===== config.mk =====
export PLATFORM = sky130hd
export DESIGN_NAME = writeback_logic_gen
export DESIGN_NICKNAME = d
export VERILOG_FILES = /design/src/rtl/writeback_logic_gen.sv
export SDC_FILE = /design/constraint.sdc
export NUM_CORES = 1
export LEC_CHECK = 0
export CORE_AREA = 2 2 212 214
export CTS_CLUSTER_DIAMETER = 120
export DETAILED_ROUTE_END_ITERATION = 7
export DIE_AREA = 0 0 214 216
export DONT_BUFFER_PORTS = 1
export HOLD_SLACK_MARGIN = 0.02
export SYNTH_ARGS = -nofsm -noshare
export SYNTH_HDL_FRONTEND = slang
export SYNTH_SLANG_ARGS = --single-unit

===== constraint.sdc =====
create_clock -name clk -period 2 [get_ports clk]
set_input_delay 0.4 -clock clk [delete_from_list [all_inputs] [get_ports clk]]
set_output_delay 0.4 -clock clk [all_outputs]
set_load 0.01 [all_outputs]

===== src/rtl/writeback_logic_gen.sv =====
// -----------------------------------------------------------------------------
// writeback_logic_gen
//   Write-side counterpart of the tile fetch logic. Accepts result words over a
//   valid/ready handshake and drives BRAM port A (ena/wea/addra/dina). Each tile
//   is NUM_WRITES_PER_TILE words written to base + idx*ADDR_STRIDE. The tile
//   base advances by one tile span after every completed tile.
//
// Ports
//   clk                 in   system clock, rising edge
//   rst                 in   synchronous active-high reset
//   start_write         in   arm one tile write (sampled in IDLE only)
//   reset_addr_counter  in   reload tile base with WRITE_START_OFFSET (IDLE/DONE)
//   in_valid / in_data  in   result word handshake (valid side)
//   in_ready            out  high while a tile is being written
//   bram_en / bram_we   out  port A enable / write enable
//   bram_addr           out  port A address
//   bram_din            out  port A write data
//   busy                out  tile in progress
//   write_done          out  one-cycle pulse; coincides with the last word on port A
// -----------------------------------------------------------------------------
module writeback_logic_gen #(
   parameter int unsigned NUM_WRITES_PER_TILE = 32,
   parameter int unsigned ADDR_WIDTH          = 16,
   parameter int unsigned WRITE_START_OFFSET  = 0,
   parameter int unsigned ADDR_STRIDE         = 1,
   parameter int unsigned DATA_WIDTH          = 256
) (
   input  logic                  clk,
   input  logic                  rst,
   input  logic                  start_write,
   input  logic                  reset_addr_counter,
   input  logic                  in_valid,
   input  logic [DATA_WIDTH-1:0] in_data,
   output logic                  in_ready,
   output logic                  bram_en,
   output logic                  bram_we,
   output logic [ADDR_WIDTH-1:0] bram_addr,
   output logic [DATA_WIDTH-1:0] bram_din,
   output logic                  busy,
   output logic                  write_done
);

   localparam int unsigned IDX_W = $clog2(NUM_WRITES_PER_TILE + 1);
   localparam int unsigned SPAN  = NUM_WRITES_PER_TILE * ADDR_STRIDE;
   // Guard bits so the strided offset and tile span never overflow before truncation.
   localparam int unsigned GW    = ADDR_WIDTH + $clog2(SPAN + 1);

   localparam logic [GW-1:0]         STRIDE_G = GW'(ADDR_STRIDE);
   localparam logic [GW-1:0]         SPAN_G   = GW'(SPAN);
   localparam logic [IDX_W-1:0]      LAST_IDX = IDX_W'(NUM_WRITES_PER_TILE - 1);
   localparam logic [ADDR_WIDTH-1:0] OFFSET   = ADDR_WIDTH'(WRITE_START_OFFSET);

   typedef enum logic [1:0] {
      S_IDLE  = 2'd0,
      S_WRITE = 2'd1,
      S_DONE  = 2'd2
   } state_t;

   state_t                r_state;
   state_t                w_state_next;
   logic [IDX_W-1:0]      r_idx;
   logic [ADDR_WIDTH-1:0] r_base;
   logic                  r_en;
   logic [ADDR_WIDTH-1:0] r_addr;
   logic [DATA_WIDTH-1:0] r_din;

   logic                  w_ready;
   logic                  w_accept;
   logic [ADDR_WIDTH-1:0] w_addr;
   logic [ADDR_WIDTH-1:0] w_next_base;

   // State register
   always_ff @(posedge clk) begin
      if (rst) r_state <= S_IDLE;
      else     r_state <= w_state_next;
   end

   // Next state and state-decoded outputs
   always_comb begin
      w_state_next = r_state;
      w_ready      = 1'b0;
      busy         = 1'b0;
      write_done   = 1'b0;
      case (r_state)
         S_IDLE: begin
            if (start_write) w_state_next = S_WRITE;
         end
         S_WRITE: begin
            w_ready = 1'b1;
            busy    = 1'b1;
            if (in_valid && (r_idx == LAST_IDX)) w_state_next = S_DONE;
         end
         S_DONE: begin
            busy         = 1'b1;
            write_done   = 1'b1;
            w_state_next = S_IDLE;
         end
         default: w_state_next = S_IDLE;
      endcase
   end

   assign in_ready = w_ready;
   assign w_accept = in_valid & w_ready;

   // Address arithmetic in guard width; the wrap to ADDR_WIDTH is silent.
   always_comb begin
      w_addr      = ADDR_WIDTH'(GW'(r_base) + GW'(r_idx) * STRIDE_G);
      w_next_base = ADDR_WIDTH'(GW'(r_base) + SPAN_G);
   end

   // Port A registers, word index and tile base
   always_ff @(posedge clk) begin
      if (rst) begin
         r_idx  <= '0;
         r_base <= OFFSET;
         r_en   <= 1'b0;
         r_addr <= '0;
         r_din  <= '0;
      end else begin
         r_en <= w_accept;
         if (w_accept) begin
            r_addr <= w_addr;
            r_din  <= in_data;
            r_idx  <= r_idx + IDX_W'(1);
         end
         case (r_state)
            S_IDLE: begin
               if (reset_addr_counter) r_base <= OFFSET;
            end
            S_DONE: begin
               r_idx  <= '0;
               r_base <= reset_addr_counter ? OFFSET : w_next_base;
            end
            default: ;
         endcase
      end
   end

   assign bram_en   = r_en;
   assign bram_we   = r_en;
   assign bram_addr = r_addr;
   assign bram_din  = r_din;

endmodule


# After elaboration in Yosys (flattened, before gate mapping)
# Index checks and enable logic that the tools add are counted.
# classes
n_addsub	3
muxes	9
n_eq_ne	6
bitwise	1
reduce_logical	7
# op_table
op	count
2-to-1 mux 16 bit	2
one-hot mux 16 bit (2 select lines)	1
adder 16 x 6 -> 16 bit	1
adder 16 x 6 -> 16 bit, second input constant	1
adder 6 x 1 -> 6 bit, second input constant	1
== test 6 x 5 -> 1 bit, second input constant	1
!= test 2 bit, second input constant	3
2-to-1 mux 2 bit	2
one-hot mux 2 bit (2 select lines)	1
AND reduction 2 bit	2
OR reduction 2 bit	2
2-to-1 mux 1 bit	3
== test 2 x 1 -> 1 bit, second input constant	1
== test 2 bit, second input constant	1
zero test 2 bit	1
nonzero test 2 bit	1
bitwise AND 1 bit	1
logical AND 1 bit	1
# totals
register_bits	297
input_bits	261
output_inout_bits	277
word_cells	32

# Depth between registers and ports, before layout
# Gate-level depths: netlist (run 1).
# depth
ltp_word	4
ltp_mapped	8

# Worst setup path before layout (run 1)
# OpenSTA, ideal clock, no wires.
# synth_timing
kind	flip-flop to flip-flop
startpoint	reg r_state[0]
endpoint	reg r_base[9]
setup_time_ps	70
stages_incl_launch_ff	8
arrival_time_ps	1516
slack_ps	413
period_less_slack_ps	1587
cell_sequence	dfxtp_1 > inv_1 > ha_1 > buf_2 > and2b_1 > nand4_1 > or3_1 > a21oi_1
# synth_via
elab_chain_len	3
elab_cells_between_ends	6
cone_classes	eq/ne: 2; mux: 1; reduce/logical: 3
# synth_rtl
item	line_no	rtl
start: declaration	59	state_t r_state;
start signal: assignment	75	else r_state <= w_state_next;
== test 2 bit / zero test 2 bit (equally long branches)	126	case (r_state)
nonzero test 2 bit (no line) / != test 2 bit (equally long branches)	-	
AND reduction 2 bit (no line)	-	
end signal: assignment	132	r_base <= reset_addr_counter ? OFFSET : w_next_base;
end: declaration	62	logic [ADDR_WIDTH-1:0] r_base;
# Several ways; a longest one is shown, not always the timed one.
# A chain may end at the register's enable or synchronous reset.

# Worst setup path after layout (run 1)
# layout_timing
startpoint	reg r_state[1]
endpoint	reg r_din[18], in the netlist bram_din[18]
# layout_via
elab_chain_len	3
# layout_rtl
item	line_no	rtl
== test 2 x 1 -> 1 bit	84	case (r_state)
2-to-1 mux 1 bit	84	
bitwise AND 1 bit	103	assign w_accept = in_valid & w_ready;
end signal: assignment	123	r_din <= in_data;
end: declaration	65	logic [DATA_WIDTH-1:0] r_din;
# Every way passes these cells.

==> results of run 1 <==
[registers in the layout, summed over array words and instances, names as in the netlist]
register,count
bram_din,256
r_idx,6
r_base,11
r_state,2
bram_addr,16
bram_en,1
[metal layers]
| layer | vias up | share of wire (%) |
|---|---|---|
| li1 | 4628 | - |
| met1 | 4546 | 35 |
| met2 | 514 | 51 |
| met3 | 72 | 9.7 |
| met4 | 0 | 4.1 |
| met5 | - | 0 |
[cells by family (layout without fill, tap and decap cells)]
group / after synthesis / after routing / share of synthesized area [%]
AOI/OAI and AO/OA: 304 / 304 / 15.3
xor gates and xnor gates: 13 / 13 / 1.09
buffers and inverters: 108 / 294 / 4.41
DFF: 292 / 292 / 55.8
and+or+nand+nor: 601 / 601 / 22.7
adders and majority gates: 6 / 6 / 0.717
[cell type report]
cell class	count	share of cell area, %
timing repair buffer	232	16.6
multi-input combinational	924	29.5
inverter	6	0.158
tap	592	5.20
clock inverter	8	1.06
sequential	292	41.1
clock buffer	48	6.46
[power groups by stage]
| stage | sequential (W) | clock, W | combinational (W) |
|---|---|---|---|
| floorplan | 0.00657 | 0 | 0.000843 |
| global route | 0.00657 | 0.00637 | 0.00161 |
| finish | 0.00655 | 0.00598 | 0.00146 |
| CTS | 0.00655 | 0.00612 | 0.00134 |
| detailed placement | 0.00667 | 0 | 0.00107 |
| global placement | 0.00667 | 0 | 0.00103 |
[repair_timing]
action	4_1_cts	5_1_grt
resized for setup	0	6
buffers inserted	0	3
hold buffers	169	25
setup endpoints to repair	0	9
endpoints found under the hold margin	281	228
[cells in the mapped netlist]
| library cell | number | area, µm² |
|---|---|---|
| sky130_fd_sc_hd__a31oi_1 | 2 | 12.5 |
| sky130_fd_sc_hd__o21ai_1 | 2 | 10.0 |
| sky130_fd_sc_hd__nor3_1 | 2 | 10.0 |
| sky130_fd_sc_hd__o31a_1 | 2 | 17.5 |
| sky130_fd_sc_hd__inv_1 | 6 | 22.5 |
| sky130_fd_sc_hd__nand4b_1 | 1 | 8.76 |
| sky130_fd_sc_hd__o32a_1 | 1 | 10.0 |
| sky130_fd_sc_hd__nand4_1 | 6 | 37.5 |
| sky130_fd_sc_hd__nand3b_1 | 1 | 7.51 |
| sky130_fd_sc_hd__clkbuf_1 | 54 | 203 |
| sky130_fd_sc_hd__o2bb2ai_1 | 1 | 8.76 |
| sky130_fd_sc_hd__o22ai_1 | 1 | 6.26 |
| sky130_fd_sc_hd__a22oi_1 | 1 | 7.51 |
| sky130_fd_sc_hd__o21bai_1 | 1 | 7.51 |
| sky130_fd_sc_hd__nand2_1 | 539 | 2020 |
| sky130_fd_sc_hd__a32oi_1 | 1 | 8.76 |
| sky130_fd_sc_hd__buf_1 | 7 | 26.3 |
| sky130_fd_sc_hd__nand2b_1 | 5 | 31.3 |
| sky130_fd_sc_hd__or2_2 | 2 | 12.5 |
| sky130_fd_sc_hd__and4_1 | 4 | 35.0 |
| sky130_fd_sc_hd__ha_1 | 6 | 75.1 |
| sky130_fd_sc_hd__or3_4 | 1 | 11.3 |
| sky130_fd_sc_hd__and2b_1 | 1 | 7.51 |
| sky130_fd_sc_hd__a21o_1 | 2 | 15.0 |
| sky130_fd_sc_hd__o211ai_1 | 2 | 15.0 |
| sky130_fd_sc_hd__o31ai_1 | 1 | 7.51 |
| sky130_fd_sc_hd__or3_1 | 3 | 18.8 |
| sky130_fd_sc_hd__and4b_1 | 1 | 10.0 |
| sky130_fd_sc_hd__nand3_2 | 2 | 20.0 |
| sky130_fd_sc_hd__buf_4 | 2 | 15.0 |
| sky130_fd_sc_hd__a21oi_1 | 269 | 1350 |
| sky130_fd_sc_hd__and3_1 | 1 | 6.26 |
| sky130_fd_sc_hd__nor2_1 | 22 | 82.6 |
| sky130_fd_sc_hd__xor2_1 | 9 | 78.8 |
| sky130_fd_sc_hd__and2_1 | 1 | 6.26 |
| sky130_fd_sc_hd__buf_2 | 39 | 195 |
| sky130_fd_sc_hd__o21ai_0 | 5 | 25.0 |
| sky130_fd_sc_hd__nor2b_1 | 4 | 25.0 |
| sky130_fd_sc_hd__xnor2_1 | 4 | 35.0 |
| sky130_fd_sc_hd__nand3_1 | 5 | 25.0 |
| sky130_fd_sc_hd__dfxtp_1 | 292 | 5850 |
| sky130_fd_sc_hd__a211oi_1 | 11 | 82.6 |
| sky130_fd_sc_hd__a32o_1 | 2 | 20.0 |
[worst max-delay path by stage]
stage                           from            to
after floorplan           r_state[0]     r_base[9]
final                     r_state[1]  bram_din[18]
after global placement    r_state[0]    r_base[12]
after global routing      r_state[1]  bram_din[43]
after CTS                 r_state[1]       bram_en
after detailed placement  r_state[0]     r_base[9]
[through the flow]
step | utilization, % | total power (W) | cell area (µm²) | instances | setup WS [ns]
global route | 32.5 | 0.0145 | 14200 | 2102 | 0.0129
floorplan | - | 0.00742 | 10500 | 1324 | 0.413
finish | 32.5 | 0.0140 | 14200 | 2102 | 0.0762
detailed placement | 25.4 | 0.00774 | 11100 | 1848 | 0.299
CTS | 31.7 | 0.0140 | 13900 | 2073 | 0.0453
global placement | 25.4 | 0.00769 | 11100 | 1848 | 0.337
[worst register-to-register path: stages, from the launching register on]
cell and delay (ns):
sky130_fd_sc_hd__dfxtp_2 0.34, sky130_fd_sc_hd__inv_1 0.06, sky130_fd_sc_hd__ha_1 0.19, sky130_fd_sc_hd__and2_4 0.18
sky130_fd_sc_hd__buf_16 0.16, sky130_fd_sc_hd__nand2_1 0.19, sky130_fd_sc_hd__a21oi_1 0.09, sky130_fd_sc_hd__dlygate4sd3_1 0.59
==> impl_table.tex, run 1 <==
\begin{tabular}{lr}
\hline
Metric & Value \\
\hline
\multicolumn{2}{l}{\textbf{Route}} \\
\quad Vias per cell & 4.64 \\
\quad DRT Pass-1 Iters & 6 \\
\quad Residual DRC & 0 \\
\quad Average wire per standard cell & roughly 16 µm \\
\quad Vias & 9760 \\
\quad DRC marker count from the first detailed-route iteration & approximately 670 \\
\quad Residual antenna-violating net count after detailed routing & 0 \\
\quad Routed Wire Length & 33600 µm \\
\multicolumn{2}{l}{\textbf{Global routing}} \\
\quad GRT busiest layer & met2 \\
\quad Overall Global Routing Usage & between 10\% and 20\% \\
\quad GR Layer Usage met1 & 13.6\% \\
\quad First-pass GRT wire length & 49800 µm \\
\quad Vias in the first global route & 9360 \\
\quad Final global-route overflow total & 0 \\
\quad Maximum number of pins on one net before global-route repair & 286 \\
\quad Met2 track utilization from global routing & about a quarter \\
\quad Fraction of met3 tracks used by global routing & 4.28\% \\
\quad Number of antenna violations at the first check in global routing & 0 \\
\multicolumn{2}{l}{\textbf{Worst setup path}} \\
\quad Crit path launch type & flip-flop \\
\quad Required arrival time at the worst endpoint & approximately 2.4 ns \\
\quad Worst r2r path cells & 7 \\
\quad Critical path's top delay family & buffers and inverters \\
\quad Critical path buffer and inverter count & 3 \\
\quad Data arrival, critical path & 2.37 ns \\
\quad RR Endpoint & bram\_din[18] \\
\quad Number of cells on the critical path & 7 \\
\quad Cell type of the slowest stage on the worst timing path & sky130\_fd\_sc\_hd\_\_dlygate4sd3\_1 \\
\quad Type of destination of the critical path & flip-flop \\
\quad Worst setup path category & reg -> reg \\
\quad Reg2Reg Launch Point & r\_state[1] \\
\quad R2R setup slack & 0.08 ns \\
\quad Critical path, cell by cell & inv\_1, ha\_1, and2\_4, buf\_16, nand2\_1, a21oi\_1, dlygate4sd3\_1 \\
\quad Maximum fanout encountered on the critical timing path & 23 \\
\quad Biggest cell delay along the critical path & 0.59 ns \\
\multicolumn{2}{l}{\textbf{Cells and area}} \\
\quad Antenna diode count & 0 \\
\quad Fraction of layout cells with a size suffix above 1 & 6.29\% \\
\quad \# nets final & 1754 \\
\quad Commonest cells after routing, fill and taps aside & sky130\_fd\_sc\_hd\_\_nand2\_1, sky130\_fd\_sc\_hd\_\_dfxtp\_1, sky130\_fd\_sc\_hd\_\_a21oi\_1 \\
\quad Number of inserted filler cells in the final layout & 4428 \\
\quad Flip-flop and latch area & between 5000 and 6000 µm² \\
\quad Area Growth Syn to Fin & 35.9\% \\
\quad Area taken by multi-input logic gates & 4190 µm² \\
\quad Commonest non-fill, non-tap cell in the layout & sky130\_fd\_sc\_hd\_\_nand2\_1 \\
\multicolumn{2}{l}{\textbf{Run}} \\
\quad Number of max-cap violations & 0 \\
\multicolumn{2}{l}{\textbf{Timing}} \\
\quad Fmax & 520 MHz \\
\quad Final count of hold timing violations & 77 \\
\quad Final setup TNS & 0 ns \\
\quad Pins over their slew limit & 0 \\
\quad Slew @ Worst Pin & 0.944 ns \\
\quad Final setup violating endpoints & 0 \\
\quad Normalized max-slew margin & between 30 and 40\% \\
\quad Worst Clk Skew & about 0.015 ns \\
\quad Setup repair after global routing missed its margin & no \\
\quad Post-route worst hold slack & -0.103 ns \\
\quad Period utilisation layout & 96.2\% \\
\quad Final Critical Period & 1.92 ns \\
\multicolumn{2}{l}{\textbf{Clocking}} \\
\quad Worst skew pair latency & 0.57 ns \\
\quad Clock slew at the register clock pins of the worst setup and hold paths & 0.06 ns \\
\quad Clock tree from TritonCTS & yes \\
\quad Clk Tree Root Cell & sky130\_fd\_sc\_hd\_\_clkbuf\_16 \\
\quad Deepest clock path buffer count & 3 \\
\quad Number of clock buffers inserted by TritonCTS & 31 \\
\quad H-tree depth & 1 \\
\quad Total clock sinks & 292 \\
\multicolumn{2}{l}{\textbf{Status}} \\
\quad Result of the run & finished with violations \\
\quad Failing checks & negative hold slack \\
\multicolumn{2}{l}{\textbf{Power and ir drop}} \\
\quad Share of power burned in the clock network & 42.8\% \\
\quad Internal power contribution & 0.0105 W \\
\quad Standby leakage power & 4.88 nW \\
\quad Combinational fraction of design power & 10.4\% \\
\quad Total power divided by cell area & 983 nW/µm² \\
\quad NetSw & 0.00351 W \\
\quad Sequential share of power & 46.8\% \\
\quad Peak ir drop on the vdd network & 0.000640 V \\
\quad Switching power share of the total & 25.1\% \\
\multicolumn{2}{l}{\textbf{Worst hold path}} \\
\quad Hold Crit Endpoint & bram\_din[234] \\
\quad Worst hold path stage count & 1 \\
\quad Class of the worst hold path & in -> reg \\
\quad Start point of the worst min-delay path & rst \\
\multicolumn{2}{l}{\textbf{Logic synthesis}} \\
\quad Mean area per synthesized cell & 7.91 µm² \\
\quad Number of nets in the synthesized netlist & 1591 \\
\quad Post-synthesis cell type count & 43 \\
\quad Cell Area, Synth & 10500 µm² \\
\quad Instance count of the mapped netlist & 1324 \\
\quad FF+latch count, synth & 292 \\
\quad Number of warnings printed during yosys synthesis & 0 \\
\quad Seq/Total Area, Yosys & between 50 and 60\% \\
\multicolumn{2}{l}{\textbf{Floorplan}} \\
\quad Area of the placeable core & $\sim$44000 µm² \\
\quad Ports placed on the boundary & 538 \\
\quad Die outline area & 46200 µm² \\
\quad Overall die height & 216 µm \\
\quad Die Span X & 214 µm \\
\quad Effective utilization at floorplan & 23.9\% \\
\quad Row Count & 77 \\
\multicolumn{2}{l}{\textbf{Placement}} \\
\quad Number of port buffers & 0 \\
\quad Half-perimeter wire length after detailed placement & 21800 µm \\
\quad Routability congestion estimate from global placement & 0.892 \\
\hline
\end{tabular}
(Power assumes the default switching activity.)
==> inputs of run 2 (changes only) <==
- clock period: 2 -> 1.6 ns (I/O delays scaled with it)
==> run 2 against run 1 <==
Against the previous run:
- the run ends with negative hold slack, negative setup slack left
- sequential cell count unchanged
- critical path depth up 2
- register-to-register slack worse by 0.17 ns
- utilization up 2.5 points
- fmax up 14%
- global-route usage up 0.25 points
- first-iteration DRC count up 6.5%
- power up 28%
- routed wire length up 15%
- clock skew down 0.0040 ns
- die area unchanged
==> impl_table.tex, run 2 (synthesis gave the netlist of run 1 again) <==
\begin{tabular}{lr}
\hline
Metric & Value \\
\hline
\multicolumn{2}{l}{\textbf{Timing}} \\
\quad Final setup violating endpoints & 41 (+41) \\
\quad Fmax & 590 MHz (+14\%) \\
\quad Final Critical Period & 1.69 ns (-0.229 ns) \\
\quad Final count of hold timing violations & 85 (+10\%) \\
\quad Normalized max-slew margin & 14.3\% (-23 points) \\
\quad Setup repair after global routing missed its margin & yes \\
\quad Pins over their slew limit & 0 (unchanged) \\
\quad Slew @ Worst Pin & 1.28 ns (+0.341 ns) \\
\quad Post-route worst hold slack & -0.177 ns (-0.0739 ns) \\
\quad Period utilisation layout & 106\% (+9.7 points) \\
\quad Worst Clk Skew & 0.0110 ns (-0.00398 ns) \\
\quad Post-route setup slack & -0.0945 ns (-0.171 ns) \\
\multicolumn{2}{l}{\textbf{Route}} \\
\quad Vias & 10000 (+2.9\%) \\
\quad Average wire per standard cell & 18.1 µm (+13\%) \\
\quad Residual DRC & 0 (unchanged) \\
\quad Residual antenna-violating net count after detailed routing & 0 (unchanged) \\
\quad Vias per cell & 4.70 (+1.1\%) \\
\quad Routed Wire Length & 38700 µm (+15\%) \\
\quad DRC marker count from the first detailed-route iteration & 716 (+6.5\%) \\
\quad DRT Pass-1 Iters & 5 (-1) \\
\multicolumn{2}{l}{\textbf{Floorplan}} \\
\quad Die outline area & 46200 µm² (unchanged) \\
\quad Row Count & 77 (unchanged) \\
\quad Area of the placeable core & 43800 µm² (unchanged) \\
\quad Ports placed on the boundary & 538 (unchanged) \\
\quad Die Span X & 214 µm (unchanged) \\
\quad Effective utilization at floorplan & 23.9\% (unchanged) \\
\quad Overall die height & 216 µm (unchanged) \\
\multicolumn{2}{l}{\textbf{Clocking}} \\
\quad Worst skew pair latency & 0.57 ns (about the same) \\
\quad Clock slew at the register clock pins of the worst setup and hold paths & 0.06 ns (about the same) \\
\quad Clock tree from TritonCTS & yes \\
\quad Clk Tree Root Cell & sky130\_fd\_sc\_hd\_\_clkbuf\_16 \\
\quad Total clock sinks & 292 (unchanged) \\
\quad Deepest clock path buffer count & 3 (unchanged) \\
\quad H-tree depth & 1 (unchanged) \\
\quad Number of clock buffers inserted by TritonCTS & 30 (-3.2\%) \\
\multicolumn{2}{l}{\textbf{Worst setup path}} \\
\quad Data arrival, critical path & 2.15 ns (-0.22 ns) \\
\quad Critical path's top delay family & buffers and inverters \\
\quad Type of destination of the critical path & flip-flop \\
\quad Critical path, cell by cell & inv\_4, ha\_4, buf\_6, buf\_4, nand2\_8, buf\_12, buf\_16, nand2\_1, a21oi\_1 \\
\quad Biggest cell delay along the critical path & 0.35 ns (-0.24 ns) \\
\quad Crit path launch type & flip-flop \\
\quad Cell type of the slowest stage on the worst timing path & sky130\_fd\_sc\_hd\_\_dfxtp\_2 \\
\quad Maximum fanout encountered on the critical timing path & 19 (-17\%) \\
\quad Worst setup path category & reg -> reg \\
\quad Critical path buffer and inverter count & 5 (+2) \\
\quad Required arrival time at the worst endpoint & 2.05 ns (-0.39 ns) \\
\multicolumn{2}{l}{\textbf{Worst hold path}} \\
\quad Class of the worst hold path & in -> reg \\
\multicolumn{2}{l}{\textbf{Placement}} \\
\quad Post-Place Cell Area & 11500 µm² (+3.1\%) \\
\quad Half-perimeter wire length after detailed placement & 22500 µm (+3.3\%) \\
\quad Pre-CTS setup slack & 0.0147 ns (-0.284 ns) \\
\quad Number of placed cells counting well taps & 1879 (+1.7\%) \\
\quad Number of port buffers & 0 (unchanged) \\
\quad Routability congestion estimate from global placement & 0.919 (+3.0\%) \\
\multicolumn{2}{l}{\textbf{Global routing}} \\
\quad Final global-route overflow total & 0 (unchanged) \\
\quad Overall Global Routing Usage & 13.3\% (+0.25 points) \\
\quad Maximum number of pins on one net before global-route repair & 286 (unchanged) \\
\quad Vias in the first global route & 9493 (+1.4\%) \\
\quad First-pass GRT wire length & 50300 µm (+1.2\%) \\
\quad Number of antenna violations at the first check in global routing & 1 (+1) \\
\multicolumn{2}{l}{\textbf{Cells and area}} \\
\quad Flip-flop count of the largest register after layout & 256 (unchanged) \\
\quad Antenna diode count & 0 (unchanged) \\
\quad Core occupancy in the finished layout & 35.0\% (+2.5 points) \\
\quad Fraction of layout cells with a size suffix above 1 & 16.6\% (+10 points) \\
\quad Commonest cells after routing, fill and taps aside & sky130\_fd\_sc\_hd\_\_nand2\_1, sky130\_fd\_sc\_hd\_\_dfxtp\_1, sky130\_fd\_sc\_hd\_\_a21oi\_1 \\
\quad Area Growth Syn to Fin & 46.5\% \\
\quad Post-route non-filler standard cell count & 2138 (+1.7\%) \\
\quad Commonest non-fill, non-tap cell in the layout & sky130\_fd\_sc\_hd\_\_nand2\_1 \\
\quad \# nets final & 1789 (+2.0\%) \\
\quad Design Area, Final & 15300 µm² (+7.8\%) \\
\multicolumn{2}{l}{\textbf{Status}} \\
\quad Failing checks & negative hold slack, negative setup slack \\
\quad Result of the run & finished with violations \\
\multicolumn{2}{l}{\textbf{Power and ir drop}} \\
\quad Standby leakage power & 5.29 nW (+8.4\%) \\
\quad Peak ir drop on the vdd network & 0.000882 V (+38\%) \\
\quad Total power divided by cell area & 1170 nW/µm² (+19\%) \\
\multicolumn{2}{l}{\textbf{Run}} \\
\quad Number of max-cap violations & 0 (unchanged) \\
\hline
\end{tabular}
## run 2: final timing paths
check | slack [ns] | endpoint | from | cells after the start
setup / recovery | -0.09 | bram_din[158] | r_state[1] | 9
hold / removal | -0.18 | bram_din[10] | rst | 1
setup reg to reg | -0.09 | bram_din[158] | r_state[1] | 9
hold reg to reg | 0.50 | r_idx[1] | r_idx[1] | 2
## run 2: cell type report
cell class,instances,area [µm²]
multi-input combinational,925,4580
clock inverter,7,66.3
tap,592,741
inverter,6,27.5
clock buffer,49,963
sequential,292,5850
timing repair buffer,267,3110
fill,4334,28500
## run 2: per-stage QoR
stage,total power [W],setup TNS (ns)
6_report,0.0179,-1.12
5_1_grt,0.0186,-6.60
4_1_cts,0.0174,-0.200
3_5_place_dp,0.00986,0
3_3_place_gp,0.00980,0
2_1_floorplan,0.00927,0
## run 2: worst register-to-register path, delay by kind of cell (launching register included)
kind	cells	cell delay, ns
AOI/OAI and AO/OA	1	0.19
adders and majority gates	1	0.16
buffers and inverters	5	0.69
DFF	1	0.35
and+or+nand+nor	2	0.21
## run 2: power breakdown
| group | internal, W | leakage, nW | switching, W | total (W) |
|---|---|---|---|---|
| sequential | 0.00769 | 2.37 | 0.000518 | 0.00820 |
| combinational | 0.00127 | 2.41 | 0.00125 | 0.00252 |
| clock | 0.00425 | 0.510 | 0.00292 | 0.00717 |
| total | 0.0132 | 5.29 | 0.00469 | 0.0179 |
## run 2: timing repair
item | in CTS | in global routing
buffers inserted | 2 | 8
cloned | 0 | 22
hold buffers | 156 | 15
hold endpoints to repair | 285 | 281
resized for setup | 17 | 134
pin swaps | 6 | 54
setup endpoints to repair | 4 | 242
## run 2: metal layers
| layer | wire length (µm) | vias up | part of all wire (%) | global-route usage (%) |
|---|---|---|---|---|
| met5 | 0 | - | 0 | 0 |
| met4 | 1730 | 0 | 4.5 | 7.53 |
| met3 | 3600 | 98 | 9.3 | 4.61 |
| met2 | 19400 | 525 | 50 | 24.0 |
| met1 | 14000 | 4709 | 36 | 13.2 |
| li1 | - | 4709 | - | - |
